`src/rtl/fp32_acc_seq.sv`:
```
// fp32_acc_seq: sequencer in front of a registered FP32 add node.
// Routes operands into the node (ain), feeds the node output back (bin),
// and picks the node operation so its output register accumulates a job.
//
// state | meaning
// ------+--------------------------------------------------------------
// IDLE  | waiting for start; node holds its value
// CLEAR | zero-length job; node output forced to 0 for one cycle
// ACCUM | accepting operands; first one loads, later ones add
// DONE  | node output is the final sum; offered on the result port
module fp32_acc_seq #(
    parameter int LEN_W = 8
) (
    input  logic             clk,
    input  logic             rst_n,
    input  logic             start,
    input  logic [LEN_W-1:0] len,
    output logic             busy,
    input  logic [31:0]      in_data,
    input  logic             in_valid,
    output logic             in_ready,
    output logic [31:0]      add_ain,
    output logic [31:0]      add_bin,
    output logic [2:0]       add_ctrl,
    input  logic [31:0]      add_out,
    output logic [31:0]      res_data,
    output logic             res_valid,
    input  logic             res_ready
);

    typedef enum logic [1:0] {
        S_IDLE  = 2'd0,
        S_CLEAR = 2'd1,
        S_ACCUM = 2'd2,
        S_DONE  = 2'd3
    } state_t;

    localparam logic [2:0]       CTRL_PASS_A = 3'b100;
    localparam logic [2:0]       CTRL_HOLD   = 3'b010;
    localparam logic [2:0]       CTRL_ADD    = 3'b001;
    localparam logic [2:0]       CTRL_ZERO   = 3'b000;
    localparam logic [LEN_W-1:0] CNT_ONE     = {{(LEN_W-1){1'b0}}, 1'b1};
    localparam logic [LEN_W-1:0] CNT_ZERO    = '0;

    state_t           r_state;
    state_t           w_state_nxt;
    logic [LEN_W-1:0] r_cnt;
    logic [LEN_W-1:0] w_cnt_nxt;
    logic             r_first;
    logic             w_first_nxt;
    logic             w_accept;

    // Data paths are pure wiring: operand straight in, node output fed back
    // and exposed as the result. The node register breaks the loop.
    assign add_ain  = in_data;
    assign add_bin  = add_out;
    assign res_data = add_out;
    assign w_accept = (r_state == S_ACCUM) && in_valid;

    // State, remaining count and first-operand flag registers.
    always_ff @(posedge clk) begin
        if (!rst_n) begin
            r_state <= S_IDLE;
            r_cnt   <= CNT_ZERO;
            r_first <= 1'b0;
        end else begin
            r_state <= w_state_nxt;
            r_cnt   <= w_cnt_nxt;
            r_first <= w_first_nxt;
        end
    end

    // Next-state logic and all handshake / node-control outputs.
    always_comb begin
        w_state_nxt = r_state;
        w_cnt_nxt   = r_cnt;
        w_first_nxt = r_first;
        busy        = 1'b1;
        in_ready    = 1'b0;
        res_valid   = 1'b0;
        add_ctrl    = CTRL_HOLD;

        unique case (r_state)
            S_IDLE: begin
                busy = 1'b0;
                if (start) begin
                    if (len != CNT_ZERO) begin
                        w_state_nxt = S_ACCUM;
                        w_cnt_nxt   = len;
                        w_first_nxt = 1'b1;
                    end else begin
                        w_state_nxt = S_CLEAR;
                    end
                end
            end
            S_CLEAR: begin
                add_ctrl    = CTRL_ZERO;
                w_state_nxt = S_DONE;
            end
            S_ACCUM: begin
                in_ready = 1'b1;
                if (w_accept) begin
                    // First operand overwrites whatever the node held, so no
                    // separate clear cycle is needed for non-empty jobs.
                    add_ctrl    = r_first ? CTRL_PASS_A : CTRL_ADD;
                    w_cnt_nxt   = r_cnt - CNT_ONE;
                    w_first_nxt = 1'b0;
                    if (r_cnt == CNT_ONE) begin
                        w_state_nxt = S_DONE;
                    end
                end
            end
            S_DONE: begin
                res_valid = 1'b1;
                if (res_ready) begin
                    w_state_nxt = S_IDLE;
                end
            end
            default: begin
                w_state_nxt = S_IDLE;
            end
        endcase
    end

endmodule

```
`config.mk`:
```
export PLATFORM = sky130hd
export DESIGN_NAME = fp32_acc_seq
export DESIGN_NICKNAME = d
export VERILOG_FILES = /design/src/rtl/fp32_acc_seq.sv
export SDC_FILE = /design/constraint.sdc
export NUM_CORES = 1
export LEC_CHECK = 0
export CAP_MARGIN = 20
export CORE_MARGIN = 3
export CORE_UTILIZATION = 30
export DETAILED_ROUTE_END_ITERATION = 8
export PLACE_DENSITY = 0.91
export SYNTH_ARGS = -nofsm -noshare
export SYNTH_HDL_FRONTEND = slang
export SYNTH_SLANG_ARGS = --single-unit
export TNS_END_PERCENT = 50
```
`constraint.sdc`:
```
create_clock -name clk -period 2.7 [get_ports clk]
set_input_delay 0.675 -clock clk [delete_from_list [all_inputs] [get_ports clk]]
set_output_delay 0.675 -clock clk [all_outputs]
set_load 0.03 [all_outputs]
```
Word-level counts from Yosys, hierarchy flattened
Index checks and enable logic that the tools add are counted.
{"block": "totals", "register_bits": 11, "inputBits": 77, "output_inout_bits": 102, "elab_cells": 39}
{"block": "classes", "add_sub_neg": 1, "n_eq_ne": 9, "n_mux": 20, "reduce_logical": 6}
{"operator": "$mux 8", "count": 3}
{"operator": "$pmux 8 s2", "count": 1}
{"operator": "$mux 2", "count": 5}
{"operator": "$eq 8x1->1 const B", "count": 1}
{"operator": "$ne 2x2->1 const B", "count": 4}
{"operator": "$pmux 2 s4", "count": 1}
{"operator": "$reduce_and 4->1", "count": 2}
{"operator": "$reduce_bool 8->1", "count": 1}
{"operator": "$sub 8x1->8 const B", "count": 1}
{"operator": "$mux 1", "count": 6}
{"operator": "$mux 3", "count": 2}
{"operator": "$pmux 3 s2", "count": 1}
{"operator": "$eq 2x2->1 const B", "count": 2}
{"operator": "$eq 2x1->1 const B", "count": 1}
{"operator": "$logic_not 2->1", "count": 1}
{"operator": "$ne 2x1->1 const B", "count": 1}
{"operator": "$pmux 1 s2", "count": 1}
{"operator": "$reduce_bool 2->1", "count": 1}
{"operator": "$logic_and 1x1->1", "count": 1}

Logic depth before layout (Yosys ltp)
Gate-level depths: netlist (run 1).
{"block": "logic_depth", "word_depth": 4, "mapped_depth": 7}

Least setup slack after synthesis (run 1)
No wires, ideal clock.
{"block": "synth_path", "kind": "register to output", "startpoint": "reg r_state[0]", "endpoint": "out add_ctrl[2]", "arrival_time_ns": 1.631, "required_time_ns": 2.025, "path_slack_ns": 0.394, "path_stages_with_launch": 6, "cell_sequence": "dfxtp_1 > inv_1 > ha_1 > clkbuf_1 > nand2_1 > nor2_1"}
{"block": "synth_via", "elab_chain_cells": 4, "word_cells_on_any_way": 5, "classes_between": "eq/ne (2); mux (2); reduce/logical (1)"}
{"item": "from (decl)", "line": "45", "text": "state_t r_state;"}
{"item": "from (signal assigned)", "line": "67", "text": "r_state <= w_state_nxt;"}
{"item": "$eq 2x2->1", "line": "58, 83"}
{"item": "$logic_and 1x1->1", "line": "58", "text": "assign w_accept = (r_state == S_ACCUM) && in_valid;"}
{"item": "$mux 3", "line": "102", "text": "if (w_accept) begin"}
{"item": "$pmux 3 s2 (*)", "line": "83", "text": "unique case (r_state)"}
{"item": "to (decl)", "line": "24", "text": "output logic [2:0] add_ctrl,"}
Mark *: on every way between the ends. The rest lies on a longest branch, timed or not.

Worst setup path in the final report (run 1)
{"block": "layout_path", "startpoint": "in in_valid", "endpoint": "out add_ctrl[0]"}
{"block": "layout_via", "elab_chain_cells": 3}
{"item": "from (decl)", "line": "20", "text": "input logic in_valid,"}
{"item": "$logic_and 1x1->1", "line": "58"}
{"item": "$mux 3", "line": "102"}
{"item": "$pmux 3 s2", "line": "83"}
Every way passes these cells.

==> results of run 1 <==
## metrics by stage
step	hold slack, ns	utilization
floorplan	0.439	-
global placement	0.449	0.232
detailed placement	0.463	0.232
CTS	0.470	0.241
global route	0.493	0.241
finish	0.465	0.241
## cells in the final DEF (no fill, tap or decap), drive strengths merged, types with 4 or more instances in the layout
cell type / instances
dfxtp: 11
o32ai: 6
inv: 10
buf: 7
nand2: 9
clkdlybuf4s50: 15
a21oi: 8
a211oi: 6
nor2: 9
clkbuf: 4
ha: 5
## kinds of logic after synthesis
kind of cell	count (synthesis)	share of synthesized area
buf+inv	110	0.486
compound gates	38	0.187
simple gates	32	0.136
flops	11	0.138
fa+ha+maj	5	0.0391
mux	2	0.0149
## report_power, final
group / total [mW] / switching (mW) / leakage, nW / internal (mW)
combinational: 0.995 / 0.559 / 0.331 / 0.436
sequential: 0.338 / 0.0938 / 0.0909 / 0.244
clock: 0.174 / 0.0695 / 0.0228 / 0.104
## critical path: cells and delay by family
family	cells	cell delay [ns]
and+or+nand+nor	2	0.22
buffers and inverters	2	0.71
## area by class of cell
type	instances	area, sq um
well taps	67	83.8
inverters	10	37.5
fillers	560	3750
clock buffers	4	45.0
multi-input cells	77	603
repair buffers	22	203
flip-flops and latches	11	220
## metal layers
| layer | global-route usage | part of all wire | vias to the layer above |
|---|---|---|---|
| li1 | - | - | 436 |
| met1 | 0.122 | 0.42 | 436 |
| met2 | 0.133 | 0.43 | 67 |
| met3 | 0.0329 | 0.11 | 15 |
| met4 | 0.0533 | 0.034 | 0 |
| met5 | 0 | 0 | - |
## worst max-delay path by stage
stage          startpoint          end  cells past startpoint
2_1_floorplan  r_state[0]  add_ctrl[2]                      5
3_3_place_gp     in_valid  add_ctrl[2]                      4
3_5_place_dp       len[0]      r_first                      5
5_1_grt          in_valid  add_ctrl[2]                      4
6_report         in_valid  add_ctrl[0]                      4
4_1_cts        r_state[0]         busy                      4
## flip-flops by register name (all words and copies together) (netlist names)
register,cells
r_cnt,8
r_first,1
r_state,2
==> summary.md, run 1 <==
The flow ran to the end, and the final reports show no timing, DRC or antenna violations. The count of nets left with antenna violations once routing finished came out at 0. Synthesis produced a netlist with a net count of 280. Setup repair after global routing left no endpoint under its margin. Maximum fanout encountered on the critical timing path: 4. Across the VDD grid, the largest voltage drop is 465 uV. Walking the worst path, the cells encountered are clkdlybuf4s50_1, nand2_1, nor2_1, buf_4.

For the latest clock arrival within the worst-skew pair, the log shows 0.25 ns. For this run, the detailed router's first-pass iteration total came to 4. For the number of distinct library cells after synthesis, the log shows 43. Summing every instance area after synthesis gives 1600 sq um. The worst path needs 2.29 ns of the cycle, external delays included.

The run gives 0.0937 as the aggregate global-route resource usage. At the end of the flow, the number of nets in the layout was 207. The accumulated negative setup slack is 0 ns. The average wire length per cell after detail routing was 14.9 um. STA classifies the critical path endpoint as a primary output.

For this design, the slowest cell found on the critical path is clkdlybuf4s50_1. STA classifies the critical path startpoint as an input pin. The tools report the starting DRC count in detailed routing as 74. After technology mapping, the gate count stands at 198.

TritonCTS built the clock tree. The number of antenna violations at the first check in global routing was 0. The die is 79.0 um wide. The library cell occupying the most area in the post-synthesis netlist is buf_4.

The number of buffers added on ports is 18. For flop-to-flop paths, the worst setup slack is 0.84 ns. The startpoint of the most critical hold path is r_cnt[7]. Buffers inserted during clock tree synthesis total 3. Arrival time reported for the critical path endpoint: 1.61 ns. A synthesized cell averages 8.08 sq um.

The startpoint identified for the worst register-to-register timing path is r_state[0]. For the pin with the worst max-slew slack, the measured transition is 0.423 ns. The power per standard cell area came out at 1260 nW/um^2. The number of hold-slack violations in the final timing report is 0.

The most common cell in the synthesized netlist is buf_4. The logs give 0 for the count of final max-slew check failures and 2.85 mm for the routed wire length. In this run the static leakage power is 0.445 nW. The top cell type's share of synthesized area was 0.455; the share of cells above drive strength 1 was 0.194. For this run, the number of standard cells in the final layout without fillers is 191. Entering global routing, the biggest net connects 14 pins. Including well taps, the total number of placed cells is 187.

Yosys mapped a number of flops with a built-in enable equal to 0. The class of the most critical hold timing path is flop to flop. For this run, design rule violations remaining after detail routing come to 0.

In this run the vertical extent of the chip is 79.0 um. The initial core utilization is 0.324. Along the worst hold path, the cell count comes to 2. The number of hold buffers added after CTS was 0.

The via count of the first global-routing pass was 934; the post-route cell area was 1190 sq um. The congestion estimate from routability-driven global placement came to 0.860. STA puts the critical path data required time at 2.03 ns.

For the total of warnings raised by yosys, the log shows 0. The endpoint identified for the worst register-to-register timing path is r_cnt[6]. The floorplan step defined a core boundary enclosing 4940 sq um.

The upper clock frequency limit was 437 MHz; the buffer count from post-CTS setup fixing was 0. The detailed router placed 954 vias in this run. The via density per instance is 4.99.

Overall power consumption after layout is estimated at 1.51 mW. The worst slew margin relative to its limit was 0.717. After synthesis the netlist holds a flip-flop and latch count of 11. The number of standard-cell rows in the floorplan is 25, and the total inserted antenna cells is 0.

The area growth from synthesis to layout is -25.5%. After clock tree synthesis, the clock-pin slew on the worst setup and hold paths is 0.05 ns. The floorplan step defined a die boundary enclosing 6250 sq um. For the worst-case clock skew, the log shows 0.00141 ns.

For this run, the slowest stage of the critical path takes 0.54 ns. The final critical-path setup slack was 0.414 ns. For hold timing, the worst endpoint is r_cnt[7]. For the sequential element share of the synthesized area, the log shows 0.138.

The most used flip-flop cell after synthesis is dfxtp_1. Summed over all layers, the global routing overflow is 0. Max-cap violations in this run came to 0. The run gives 1150 sq um as the area after detailed placement. The post-route fraction of the period consumed by the critical path was 0.847; the number of endpoints failing setup at the final stage was 0.

Detailed placement finished with a half-perimeter wire length of 2.12 mm. The worst-case reg-to-reg path depth is 7. CTS saw 11 sinks.

Ranked by instance count, the synthesized netlist is headed by buf_4 (97), dfxtp_1 (11), nand2_1 (9). During I/O placement, the number of pins put on the boundary was 179. Ranked by total cell area, the synthesized netlist is headed by buf_4 (46%), dfxtp_1 (14%), nor4_4 (4.0%). Counting along the longest clock path gives a buffer depth of 2. The kind of critical path is input pin to primary output. The quantity of gates resized following cts is 0, and the worst setup timing slack at the placement stage is 0.424 ns. The first global-routing pass estimated 4.78 mm of wire. The tools report the depth of the CTS H-tree as 1. The clock tree root buffer cell was clkbuf_8. The proportion of synthesized flip-flops having asynchronous set or reset is 0.
Note: power is estimated with default switching activity, not from simulation.
==> run 2: changes to the inputs <==
--- a/config.mk
+++ b/config.mk
@@ -7,9 +7,9 @@
 export LEC_CHECK = 0
 export CAP_MARGIN = 20
 export CORE_MARGIN = 3
-export CORE_UTILIZATION = 30
+export CORE_UTILIZATION = 28
 export DETAILED_ROUTE_END_ITERATION = 8
-export PLACE_DENSITY = 0.91
+export PLACE_DENSITY = 0.86
 export SYNTH_ARGS = -nofsm -noshare
 export SYNTH_HDL_FRONTEND = slang
 export SYNTH_SLANG_ARGS = --single-unit
==> constraint.sdc (replaced) <==
create_clock -name clk -period 2.3 [get_ports clk]
set_input_delay 0.575 -clock clk [delete_from_list [all_inputs] [get_ports clk]]
set_output_delay 0.575 -clock clk [all_outputs]
set_load 0.03 [all_outputs]
==> run 2 against run 1 <==
  * Final area is 0.94% higher
  * Critical path depth stayed put
  * Clock skew is 0.0013 ns higher
  * Hold slack got worse by 0.00067 ns
  * Non-clock buffer count increased by 1
  * Sequential share of layout area decreased by 0.17 points
  * Utilization down 1.4 points
  * Total power rose by 18%
  * Combinational power is 18% higher
  * Routed wire length grew 4.1%
  * Via count up 3.9%
==> summary.md, run 2 (same netlist as run 1, synthesis figures left out) <==
The layout overhead on the synthesized area came out at -24.8%. The run gives 0 (unchanged) as the total DRC errors in the routed layout. The tools report the total number of clock tree sinks as 11 (unchanged).

Ranked by flip-flop count, first place goes to r_cnt. Final critical-path setup slack: 0.0754 ns (-0.339 ns). The initial core utilization is 0.302 (-0.0220). The worst-case clock buffer depth was 2 (unchanged); the total inserted antenna cells was 0 (unchanged). Leading cell type in the layout, fill and taps excluded: clkdlybuf4s50_1. The worst voltage drop across the vdd grid came out at 848 uV (+82%). Timing would allow up to 450 MHz. The logs give 14 (unchanged) for the largest net degree at the start of global routing and 0 (unchanged) for the number of antenna-violating nets in the routed design.

The startpoint of the most critical hold path is r_cnt[7]. The total vias in the final route is 991 (+3.9%). The static leakage power was 0.449 nW (+1.1%). The kind of launch point of the worst setup path was a flop. The number of buffers added on ports came out at 18 (unchanged).

The run gives 0.745 (+0.0280) as the worst slew margin relative to its limit. The largest registers in the layout are r_cnt x8, r_state x2, r_first x1. The run finished with clean final reports.

The logs give 0 (unchanged) for the number of endpoints failing setup at the final stage and 0.130 ns (-0.294 ns) for the worst setup timing slack at the placement stage. The critical path endpoint category is a primary output. In the layout the commonest cells are clkdlybuf4s50_1 (15), dfxtp_1 (11), nand2_1 (9).

The logs give 6660 sq um (+6.6%) for the total die area and 0 ns (unchanged) for the accumulated negative setup slack. The number of detailed-route iterations in the first pass is 4 (unchanged). The start point of the critical path was r_state[0]. Clock period minus final worst setup slack: 2.22 ns. The vertical die dimension works out to 81.6 um (+3.2%). Number of max-capacitance violations reported: 0 (unchanged).

The clock transition at the registers of the reported paths works out to 0.05 ns (about the same). The via count of the first global-routing pass came out at 1000 (+7.1%). The number of standard-cell rows in the floorplan is 26 (+4.0%), and the data required time at the worst endpoint is 1.73 ns (-0.30 ns). The maximum fanout encountered on the critical timing path was 3 (-1); the count of hold buffers inserted by post-cts repair was 0 (unchanged). TritonCTS built the clock tree.

The tools report the clock tree root buffer cell as clkbuf_8. The kind of critical path was flop to primary output. For the latest clock arrival within the worst-skew pair, the log shows 0.24 ns (about the same).

The worst-case clock skew is 0.00267 ns (+0.00126 ns), and the starting DRC count in detailed routing is 167 (+130%). For the number of antenna violations at the first check in global routing, the log shows 0 (unchanged). The post-detailed-placement half-perimeter wirelength came out at 2.19 mm (+3.3%).

The number of hold-slack violations in the final timing report was 0 (unchanged). The power per standard cell area was 1480 nW/um^2 (+17%); the via density per instance was 5.08 (+1.7%). For the number of buffers inserted during clock tree synthesis, the log shows 3 (unchanged). The class of the most critical hold timing path is flop to flop. The share of cells above drive strength 1 is 0.200 (+0.00645). The run gives 1 (unchanged) as the depth of the CTS H-tree.

In this run the critical register-to-register path is launched from r_state[0]. The core area was 5300 sq um (+7.3%). Measured slew at the worst slew-check pin: 0.380 ns (-0.0436 ns). The first-pass GRT wire length is 4.77 mm (-0.15%), and the flip-flop count of the largest register after layout is 8 (unchanged). For the count of final max-slew check failures, the log shows 0 (unchanged). Final worst hold slack: 0.465 ns (-0.000675 ns). The average wire length per cell after detail routing was 15.2 um (+1.9%); the total number of nets in the final design was 208 (+0.48%). For the I/O pin total, the log shows 179 (unchanged). Setup repair after global routing left no endpoint under its margin.

The total grt overflow was 0 (unchanged); the post-route fraction of the period consumed by the critical path was 0.967. The routed wire length is 2.97 mm (+4.1%). For the aggregate global-route resource usage, the log shows 0.0919 (-0.00181). The placer congestion estimate was 0.873 (+1.5%); the x dimension of the die was 81.6 um (+3.2%).

The arrival time reported for the critical path endpoint is 1.65 ns (+0.04 ns). For the quantity of gates resized following cts, the log shows 0 (unchanged). Buffer count from post-CTS setup fixing: 0 (unchanged).
-- run 2: report_power, final --
group	internal, mW	switching, mW	leakage [nW]
combinational	0.511	0.664	0.336
sequential	0.286	0.111	0.0909
clock	0.122	0.0812	0.0228
-- run 2: per-stage QoR --
stage,power [mW],cell area (sq um),instances,utilization
after floorplan,1.54,1600,198,-
after global placement,1.53,1160,191,0.218
after detailed placement,1.57,1160,191,0.218
after CTS,1.78,1200,195,0.227
after global routing,1.93,1200,195,0.227
final,1.78,1200,195,0.227
-- run 2: layout make-up --
cell class / instances / area (sq um)
Tap cell: 70 / 87.6
Multi-Input combinational cell: 77 / 603
Clock buffer: 4 / 45.0
Sequential cell: 11 / 220
Inverter: 10 / 37.5
Timing Repair Buffer: 23 / 210
Fill cell: 575 / 4100
-- run 2: worst max-delay path: stages, from the launching register on --
cell,delay (ns)
dfxtp_1,0.36
inv_1,0.07
ha_1,0.22
inv_2,0.08
clkdlybuf4s50_1,0.67
-- run 2: per-layer routing --
metal | global-route usage | part of all wire
met1 | 0.109 | 0.40
met2 | 0.133 | 0.44
met3 | 0.0417 | 0.12
met4 | 0.0598 | 0.035
met5 | 0 | 0
-- run 2: final timing paths --
| path | to | slack (ns) | cells after the start |
|---|---|---|---|
| worst max-delay path | busy | 0.08 | 4 |
| worst min-delay path | r_cnt[7] | 0.46 | 2 |
| worst max register to register | r_cnt[4] | 0.45 | 7 |
| worst min register to register | r_cnt[7] | 0.46 | 2 |
==> RTL edit, RTL diff (flow settings as in run 1) <==
`LEN_W`: 8 -> 4.
--- a/src/rtl/fp32_acc_seq.sv
+++ b/src/rtl/fp32_acc_seq.sv
@@ -11,3 +11,3 @@
 module fp32_acc_seq #(
-    parameter int LEN_W = 8
+    parameter int LEN_W = 4
 ) (
Interface: changed (resized len); port bits go from 179 to 175. The function was not compared with the original's and may differ.
==> RTL edit against run 1 <==
Cell area is 32% lower; power is 40% lower; area after synthesis is 19% lower; sequential share of layout area is 1.2 points lower; wire length is 28% lower; clock skew is 2.2 ps higher; sequential power is 45% lower; critical path depth stayed put; worst setup slack worse by 140 ps; sequential cell count is 4 lower; critical endpoint unchanged; largest cell class unchanged.
==> RTL edit: results (changes against run 1) <==
Route
  • DR WL met3: 386 um (+20%)
  • Met2 routed WL: 735 um (-40%)
  • Drt pass-1 iters: 4 (unchanged)
  • Final ANT Viol Nets: 0 (unchanged)
  • M1 wire length: 783 um (-35%)
  • Routed wire per std cell: 15.1 um (+1.3%)
  • DRT Wirelength: 2040 um (-28%)
  • Vias per cell: 4.73 (-5.2%)

Worst hold path
  • Worst hold start: r_cnt[3]
  • Min-Delay Endpoint: r_cnt[3]

Clocking
  • Worst-skew pair later-pin latency: 230 ps (-20 ps)
  • Htree depth: 1 (unchanged)
  • Clk buf depth: 2 (unchanged)

Worst setup path
  • Max incr delay on CP: 610 ps (+70 ps)
  • Reg2reg setup slack: 930 ps (+90 ps)
  • R2R Path End: r_state[0]
  • Worst Path Arrival: 1750 ps (+140 ps)
  • CP Max Fanout: 7 (+3)
  • FF-to-FF Start: r_cnt[1]

Status
  • Status: complete, no violations

Placement
  • DP Wirelength: 1600 um (-24%)
  • Cells after DPL: 131 (-30%)
  • RePlAce Congestion: 0.874 (+1.7%)
  • IO Port Bufs: 14 (-4)

Global routing
  • Largest net degree at the start of global routing: 12 (-2)
  • Met2 usage: 9.18% (-4.1 points)
  • Vias in the first global route: 654 (-30%)
  • Tot GR Track Use: 7.83% (-1.5 points)
  • Global routing usage on met3: 6.45% (+3.2 points)
  • Met1 track demand over resource: 8.74% (-3.5 points)
  • First-pass GRT wire length: 3210 um (-33%)

Power and ir drop
  • LEAKAGE: 0.321 nW (-28%)
  • Sw frac: 45.3% (-2.6 points)
  • Clock share of power: 16.6% (+5.1 points)
  • Comb pwr share: 63.1% (-2.9 points)
  • Worst vdd ir: 0.000587 V (+26%)

Final layout
  • Layout cells sized above 1: 12.9% (-6.4 points)
  • # fillers: 456 (-19%)
  • Largest registers: r_cnt: 4 flops, r_state: 2 flops, r_first: 1 flops
  • Nets: 166 (-20%)

Yosys
  • Mux contribution to synthesized area: 3.86% (+2.4 points)
  • Compound-Gate Fraction of Synth Area: 9.37% (-9.3 points)
  • Netlist cell types: 28 (-35%)
  • Adder-Cell Fraction of Synth Area: 6.76% (+2.9 points)
  • Seq/Total Area, Yosys: 10.8% (-2.9 points)
  • Post-Syn Nets: 244 (-13%)
  • Xor/xnor share of the synthesized area: 0% (unchanged)
  • Commonest cells in the netlist: 96 x buf_4, 8 x inv_1, 7 x dfxtp_1, 7 x ha_1
  • Gate Count Post-Synth: 164 (-17%)

STA
  • Slew HR: 68.9% (-2.8 points)
  • Clock Skew: 3.64 ps (+2.24 ps)
==> RTL edit: metrics by stage <==
step | instance area [um2] | setup slack (ps) | hold WS, ps | power, W | utilization, %
floorplan | 1290 | 562 | 453 | 0.000869 | -
global placement | 766 | 301 | 479 | 0.000737 | 18.7
detailed placement | 766 | 278 | 489 | 0.000754 | 18.7
CTS | 811 | 271 | 496 | 0.000914 | 19.8
global route | 811 | 207 | 535 | 0.000990 | 19.8
finish | 811 | 276 | 494 | 0.000910 | 19.8
==> RTL edit: cell type report <==
type | instances | area (um2) | share of cell area [%]
Clock buffer | 4 | 45.0 | 5.56
Inverter | 8 | 30.0 | 3.70
Tap cell | 50 | 62.6 | 7.72
Timing Repair Buffer | 14 | 133 | 16.4
Sequential cell | 7 | 140 | 17.3
Multi-Input combinational cell | 52 | 400 | 49.4
==> RTL edit: worst max-delay path: cells and delay by family <==
kind	cells	cell delay, ps
AND/OR/NAND/NOR	2	300
buffers and inverters	2	780
